[config.mk]
export PLATFORM = sky130hd
export DESIGN_NAME = pipeline_hazard_tracker
export DESIGN_NICKNAME = d
export VERILOG_FILES = /design/src/rtl/pipeline_hazard_tracker_pkg.sv /design/src/rtl/pipeline_hazard_tracker_stage_entry_reg.sv /design/src/rtl/pipeline_hazard_tracker.sv
export SDC_FILE = /design/constraint.sdc
export NUM_CORES = 1
export LEC_CHECK = 0
export CAP_MARGIN = 5
export CORE_AREA = 2 2 107 109
export CTS_CLUSTER_DIAMETER = 200
export DETAILED_ROUTE_END_ITERATION = 6
export DIE_AREA = 0 0 109 111
export GPL_TIMING_DRIVEN = 1
export PLACE_DENSITY = 0.74
export SKIP_CTS_REPAIR_TIMING = 1
export SYNTH_ARGS = -nofsm -noshare
export SYNTH_HDL_FRONTEND = slang
export SYNTH_SLANG_ARGS = --single-unit
[constraint.sdc]
create_clock -name clk -period 1.85 [get_ports clk]
set_input_delay 0.2775 -clock clk [delete_from_list [all_inputs] [get_ports clk]]
set_output_delay 0.2775 -clock clk [all_outputs]
set_load 0.05 [all_outputs]
[src/rtl/pipeline_hazard_tracker_pkg.sv]
// pipeline_hazard_tracker_pkg: shared widths, forwarding encodings and stage-entry type
package pipeline_hazard_tracker_pkg;
  localparam int REG_ADDR_W = 5;
  localparam int DATA_W     = 32;
  localparam logic [1:0] SEL_RF  = 2'b00;
  localparam logic [1:0] SEL_EX  = 2'b01;
  localparam logic [1:0] SEL_MEM = 2'b10;
  localparam logic [1:0] SEL_WB  = 2'b11;
  typedef struct packed {
    logic [REG_ADDR_W-1:0] dest;
    logic                  rf_enable;
    logic                  load;
  } stage_entry_t;
  localparam stage_entry_t BUBBLE = '{dest: '0, rf_enable: 1'b0, load: 1'b0};
endpackage

[src/rtl/pipeline_hazard_tracker_stage_entry_reg.sv]
// stage_entry_reg: one pipeline stage of destination tracking with bubble insert
module stage_entry_reg
  import pipeline_hazard_tracker_pkg::*;
(
  input  logic         clk,
  input  logic         reset,
  input  logic         i_bubble,
  input  stage_entry_t i_d,
  output stage_entry_t o_q
);
  stage_entry_t r_q;
  // capture the upstream entry, or a bubble when squashed; active-low reset empties the stage
  always_ff @(posedge clk)
    r_q <= (!reset || i_bubble) ? BUBBLE : i_d;
  assign o_q = r_q;
endmodule

[src/rtl/pipeline_hazard_tracker.sv]
// pipeline_hazard_tracker: EX/MEM/WB destination tracking, ID operand forwarding and stall statistics
module pipeline_hazard_tracker
  import pipeline_hazard_tracker_pkg::*;
#(
  parameter int REG_ADDR_W    = pipeline_hazard_tracker_pkg::REG_ADDR_W,
  parameter int DATA_W        = pipeline_hazard_tracker_pkg::DATA_W,
  parameter int STALL_CNT_W   = 16,
  parameter int MAX_STALL_RUN = 1
) (
  input  logic                   clk,
  input  logic                   reset,
  input  logic [REG_ADDR_W-1:0]  id_destination,
  input  logic                   id_rf_enable,
  input  logic                   id_load_instruction,
  input  logic                   nop_signal,
  input  logic                   load_enable,
  input  logic                   flush,
  input  logic [1:0]             pa_selector,
  input  logic [1:0]             pb_selector,
  input  logic [DATA_W-1:0]      rf_pa,
  input  logic [DATA_W-1:0]      rf_pb,
  input  logic [DATA_W-1:0]      ex_value,
  input  logic [DATA_W-1:0]      mem_value,
  input  logic [DATA_W-1:0]      wb_value,
  output logic [REG_ADDR_W-1:0]  ex_destination,
  output logic [REG_ADDR_W-1:0]  mem_destination,
  output logic [REG_ADDR_W-1:0]  wb_destination,
  output logic                   ex_rf_enable,
  output logic                   mem_rf_enable,
  output logic                   wb_rf_enable,
  output logic                   ex_load_instruction,
  output logic [DATA_W-1:0]      id_pa,
  output logic [DATA_W-1:0]      id_pb,
  output logic [STALL_CNT_W-1:0] stall_count,
  output logic                   stall_error
);
  // run counter saturates one past the legal limit so an overrun stays visible
  localparam int RUN_W = $clog2(MAX_STALL_RUN + 2);
  localparam logic [RUN_W-1:0] RUN_MAX = RUN_W'(MAX_STALL_RUN);
  localparam logic [RUN_W-1:0] RUN_SAT = RUN_W'(MAX_STALL_RUN + 1);
  stage_entry_t w_id_entry, w_ex, w_mem, w_wb;
  logic w_bubble, w_stall, w_run_over, w_protocol_err;
  logic [RUN_W-1:0] r_run;
  logic [STALL_CNT_W-1:0] r_stall_count;
  logic r_stall_error;
  assign w_bubble       = nop_signal | flush;
  assign w_stall        = nop_signal & ~flush;
  assign w_run_over     = w_stall & (r_run >= RUN_MAX);
  assign w_protocol_err = ~load_enable & ~nop_signal;
  // writes to x0 never count as producers, but the load flag is kept for load-use detection
  assign w_id_entry = '{dest: id_destination, rf_enable: id_rf_enable & (id_destination != '0), load: id_load_instruction};
  stage_entry_reg u_ex  (.clk(clk), .reset(reset), .i_bubble(w_bubble), .i_d(w_id_entry), .o_q(w_ex));
  stage_entry_reg u_mem (.clk(clk), .reset(reset), .i_bubble(1'b0),     .i_d(w_ex),       .o_q(w_mem));
  stage_entry_reg u_wb  (.clk(clk), .reset(reset), .i_bubble(1'b0),     .i_d(w_mem),      .o_q(w_wb));
  // consecutive-bubble run length; a flushed cycle breaks the run
  always_ff @(posedge clk)
    if (!reset || !w_stall) r_run <= '0;
    else if (r_run != RUN_SAT) r_run <= r_run + 1'b1;
  // saturating count of real stall cycles
  always_ff @(posedge clk)
    if (!reset) r_stall_count <= '0;
    else if (w_stall && !(&r_stall_count)) r_stall_count <= r_stall_count + 1'b1;
  // sticky error on an over-long bubble run or a hold without a bubble
  always_ff @(posedge clk)
    if (!reset) r_stall_error <= 1'b0;
    else if (w_run_over || w_protocol_err) r_stall_error <= 1'b1;
  // zero-latency operand forwarding
  always_comb begin
    id_pa = pa_selector == SEL_RF ? rf_pa : pa_selector == SEL_EX ? ex_value : pa_selector == SEL_MEM ? mem_value : wb_value;
    id_pb = pb_selector == SEL_RF ? rf_pb : pb_selector == SEL_EX ? ex_value : pb_selector == SEL_MEM ? mem_value : wb_value;
  end
  assign ex_destination      = w_ex.dest;
  assign mem_destination     = w_mem.dest;
  assign wb_destination      = w_wb.dest;
  assign ex_rf_enable        = w_ex.rf_enable;
  assign mem_rf_enable       = w_mem.rf_enable;
  assign wb_rf_enable        = w_wb.rf_enable;
  assign ex_load_instruction = w_ex.load;
  assign stall_count         = r_stall_count;
  assign stall_error         = r_stall_error;
endmodule

* Yosys cells after proc, flatten, opt, wreduce, memory -nomap -nowiden
Index checks and enable logic that the tools add are counted.
** Word-level totals
- Output and inout port bits :: 100
- Register bits :: 38
- Bits of input ports :: 176
- Word-level logic and storage cells :: 43
** Operators by class
- Reductions and logical operators :: 11
- Multiplexer cells :: 6
- Equality and inequality tests :: 5
- Magnitude comparators :: 1
- Add/sub/neg operators :: 2
- Bitwise logic cells :: 8
** Operators by type and width (number)
- $mux W32 :: 6
- $add A16 B1 Y16 const B :: 1
- $reduce_and A16 Y1 :: 1
- $reduce_bool A5 Y1 :: 1
- $and A1 B1 Y1 :: 4
- $eq A2 B1 Y1 const B :: 2
- $eq A2 B2 Y1 const B :: 2
- $logic_not A2 Y1 :: 2
- $logic_not A1 Y1 :: 3
- $logic_or A1 B1 Y1 :: 3
- $not A1 Y1 :: 3
- $add A2 B1 Y2 const B :: 1
- $ge A2 B1 Y1 const B :: 1
- $ne A2 B2 Y1 const B :: 1
- $logic_and A1 B1 Y1 :: 1
- $or A1 B1 Y1 :: 1

* Longest topological paths before layout
- Depth in word-level cells :: 4
- Gate-level depth with buffers :: 6
- Depth with buffers taken out :: 5

* By module
A second synthesis with hierarchy kept.
** Second synthesis, totals
- Cell total of the unflattened synthesis :: 238
- Area total of the unflattened synthesis :: 3108.0 um^2
** By module, submodules not included
- pipeline_hazard_tracker :: area each 2503.7 um^2, cells each 196, instances 1, sequential area each 380.4 um^2
- stage_entry_reg :: area each 201.4 um^2, cells each 14, instances 3, sequential area each 140.1 um^2

* Least setup slack after synthesis
OpenSTA, ideal clock, no wires.
- Path kind :: register to register
- Start :: register r_stall_count[0], in the netlist stall_count[0]
- End :: register r_stall_count[10], in the netlist stall_count[10]
- Library setup time :: 0.072 ns
- Stages on the path, launching flop included :: 7
- Clock period less this slack :: 2.167 ns
- Arrival time :: 2.094 ns
- Setup slack :: -0.317 ns
- Path buffers :: 1
- Data required time :: 1.778 ns
- Cell sequence :: dfxtp_1 ha_1 nand3b_1 or3_1 buf_2 or4_1 a21oi_1
** On the way
- Cells in the longest elaborated chain, start to end :: 3
- Elaborated cells between the ends (all ways) :: 4
- Classes of those cells :: 1 x add/sub; 3 x reduce/logical
** Ends and longest elaborated chain
- from (decl) :: line pipeline_hazard_tracker.sv:44 : logic [STALL_CNT_W-1:0] r_stall_count;
- from (signal assigned) :: line pipeline_hazard_tracker.sv:62 : else if (w_stall && !(&r_stall_count)) r_stall_count <= r_stall_count + 1'b1;
- branches (longest 3 deep; another with $add A16 B1 Y16)
Parallel ways; which one is timed is not known.
A chain may end at the register's enable or synchronous reset.

* Worst setup path after layout
- Start :: input port wb_value[28]
- End :: output port id_pb[28]
** On the way
- Cells in the longest elaborated chain, start to end :: 3
** Ends and longest elaborated chain
- from (decl) :: line pipeline_hazard_tracker.sv:24 : input logic [DATA_W-1:0] wb_value,
- $mux W32 (3 in series) :: line pipeline_hazard_tracker.sv:70 : id_pb = pb_selector == SEL_RF ? rf_pb : pb_selector == SEL_EX ? ex_value : pb_selector == SEL_MEM ? mem_value ...
- to (decl) :: line pipeline_hazard_tracker.sv:33 : output logic [DATA_W-1:0] id_pb,
Every way passes these cells.

==> flow_summary.yaml <==
timing:
  fin_tns_setup_ps: 0
  setup_viol: 0
  post-route-period-util_pct: 96.69
  finalCriticalPeriod_ps: 1789
  hold_viol: 0
  setup_ws_ps: 61.29
  finalClockSkew_ps: 3.337
  clock.fmax_mhz: 559.1
  finalMaxSlewViolations: 0
  max_slew_margin_pct: 64.52
  worstMarginPinSlew_ps: 530.5
  rsz0062_at_grt: "yes"
setup_path:
  crit_path_end_kind: "output pin"
  r2r_end: "stall_count[10]"
  crit_path_start_kind: "input port"
  reg2reg_depth: 5
  critPathLaunch: "wb_value[28]"
  crit_path_top_delay_cell: "mux4_2"
  r2r_setup_slack_ps: 70
  cp.required_ps: 1570
  slowest_delay_ps: 570
  crit_path_max_fanout: 2
  critical_path.cell_chain: "clkdlybuf4s50_1 > mux4_2 > buf_12"
  critical_path_class: "input port to output pin"
  r2r-start: "stall_count[0]"
  cp.arrival_ps: 1510
drt:
  drtAntennaViolNets: 0
  drcViolationCount: 0
  wire_per_inst_um: 24.23
  via_count: 3426
  routed_via_density: 5.175
  drt_iter0_drc: 167
  drt-total-wl_um: 16040
  firstDrtPassIters: 4
placed_design:
  post-place-ws_ps: -262.3
  port_buffers: 275
  placed_area_um2: 6624
  dp.final_hpwl_um: 13300
  gp_congestion: 0.9181
  dp.cells: 646
clock_tree:
  h-tree-depth: 2
  numCtsBuffers: 5
  path_clk_slew_ps: 60
  cts_tree: "yes"
  clockRootBuffer: "clkbuf_16"
  cts_sinks: 38
  worstSkewPairLatency_ps: 280
  clk_path_buf_depth: 2
worst_hold_path:
  worstHoldPathCells: 1
  hold_class: "flip-flop to flip-flop"
  worstHoldStart: "u_ex.o_q[4]"
  hold_end: "u_mem.o_q[4]"
cells_and_area:
  fin_area_um2: 6879
  finalNetCount: 691
  final_cell_mix: "clkdlybuf4s50_1 (196), buf_12 (68), mux4_2 (64), dfxtp_1 (31), buf_4 (22)"
  area_delta_synth_final_pct: 129.8
  final_cells: 662
  layout-drive-gt1-share_pct: 34.89
  final_common_cell: "clkdlybuf4s50_1"
  fillers: 813
logic_synthesis:
  ys_dominant_reg_cell: "dfxtp_1"
  synth_cells: 233
  ys_ff_latch: 38
  yosysWarnings: 0
  async_flop_share_pct: 0
  syn_area_um2: 2994
  avgSynthCellArea_um2: 12.85
  seq_area_frac_synth_pct: 25.41
  syn-num-nets: 412
  synth_edf_count: 0
  yosysUniqueCellTypes: 37
power_and_ir_drop:
  leakage_nw: 2.577
  ir_worst_vdd_v: 0.0006733
  power_mw: 3.945
  power_density_nw_per_um2: 573.5
global_routing:
  gr-usage-all-layers_pct: 25.44
  grt_util_met2_pct: 42.32
  grt_pass1_vias: 3612
  grt_max_degree: 33
  antenna_found_initial: 11
  gr-usage-met3_pct: 12.82
  grt_pass1_wl_um: 22440
  gr-total-overflow: 0
  grt_util_met1_pct: 28.89
  busiest_layer: "met2"
die:
  start_util_pct: 27.03
  design.die.area_um2: 12100
  die_y_um: 111
  die_x_um: 109
  io_pins: 276
  core_area_um2: 11080
  rows: 39
run:
  cap_violations: 0
outcome:
  outcome: "finished clean"
[synth_stat cells, types with 3 or more instances]
cell      count  share of area [%]
mux4_2       64                 48
dfxtp_1      38                 25
and2_1       18                3.8
nand2_1      14                1.8
a21oi_1       9                1.5
clkbuf_1      9                1.1
buf_2         8                1.3
mux2i_1       8                2.7
inv_1         6               0.75
nand2b_1      6                1.3
nor2_1        5               0.63
nand4_1       4               0.84
o31ai_1       4                1.0
or4_1         4                1.0
ha_1          3                1.3
nand3_1       3               0.50
or3_1         3               0.63
[how the worst max path moves through the flow]
| stage | end | slack (ps) | cells past startpoint |
|---|---|---|---|
| final | id_pb[28] | 60 | 3 |
| after global routing | stall_count[11] | -50 | 5 |
| after CTS | id_pb[28] | -40 | 4 |
| after detailed placement | stall_count[13] | -260 | 5 |
| after global placement | stall_count[13] | -190 | 5 |
| after floorplan | stall_count[10] | -30 | 6 |
[cell type report]
type | instances | area (um^2) | area share, %
well taps | 143 | 178.9 | 2.601
multi-input cells | 168 | 2142 | 31.14
diodes | 6 | 15.01 | 0.2183
clock buffers | 5 | 125.1 | 1.819
clock inverters | 3 | 43.79 | 0.6366
flip-flops and latches | 38 | 774.5 | 11.26
repair buffers | 292 | 3573 | 51.95
inverters | 7 | 26.28 | 0.3820
[flip-flops by register name (all words and copies together), names as in the netlist]
signal,count
stall_count,16
r_run,2
stall_error,1
u_wb.o_q,6
u_ex.o_q,7
u_mem.o_q,6
[where the power goes]
part / switching, mW / internal, mW
Sequential: 0.00772 / 0.831
Clock: 0.340 / 0.636
Combinational: 0.982 / 1.15
Total: 1.33 / 2.62
[worst max-delay path, delay by kind of cell]
family   cells  cell delay (ps)
buf+inv      2              660
mux          1              570
[metrics by stage]
stage	utilization (%)	hold WS, ps
after detailed placement	59.80	444.9
after CTS	61.32	457.7
final	62.10	454.1
after global placement	59.80	441.8
after global routing	61.97	479.9
after floorplan	-	399.2
[per-layer routing]
| metal | vias up | wire (um) | share of wire [%] |
|---|---|---|---|
| met4 | 6 | 334 | 2.1 |
| met3 | 28 | 2129 | 13 |
| li1 | 1532 | - | - |
| met1 | 1668 | 5748 | 36 |
| met2 | 192 | 7788 | 49 |
| met5 | - | 38 | 0.24 |
[logic make-up (layout without fill, tap and decap cells)]
group / after synthesis / count (layout) / synth area share [%]
fa+ha+maj: 3 / 3 / 1.254
mux: 72 / 72 / 50.81
simple gates: 67 / 67 / 12.75
compound gates: 25 / 25 / 5.726
xor+xnor: 1 / 1 / 0.2926
buf+inv: 27 / 307 / 3.761
flops: 38 / 38 / 25.41
other cells: 0 / 6 / 0
No activity file was read; power rests on OpenSTA's default activity.
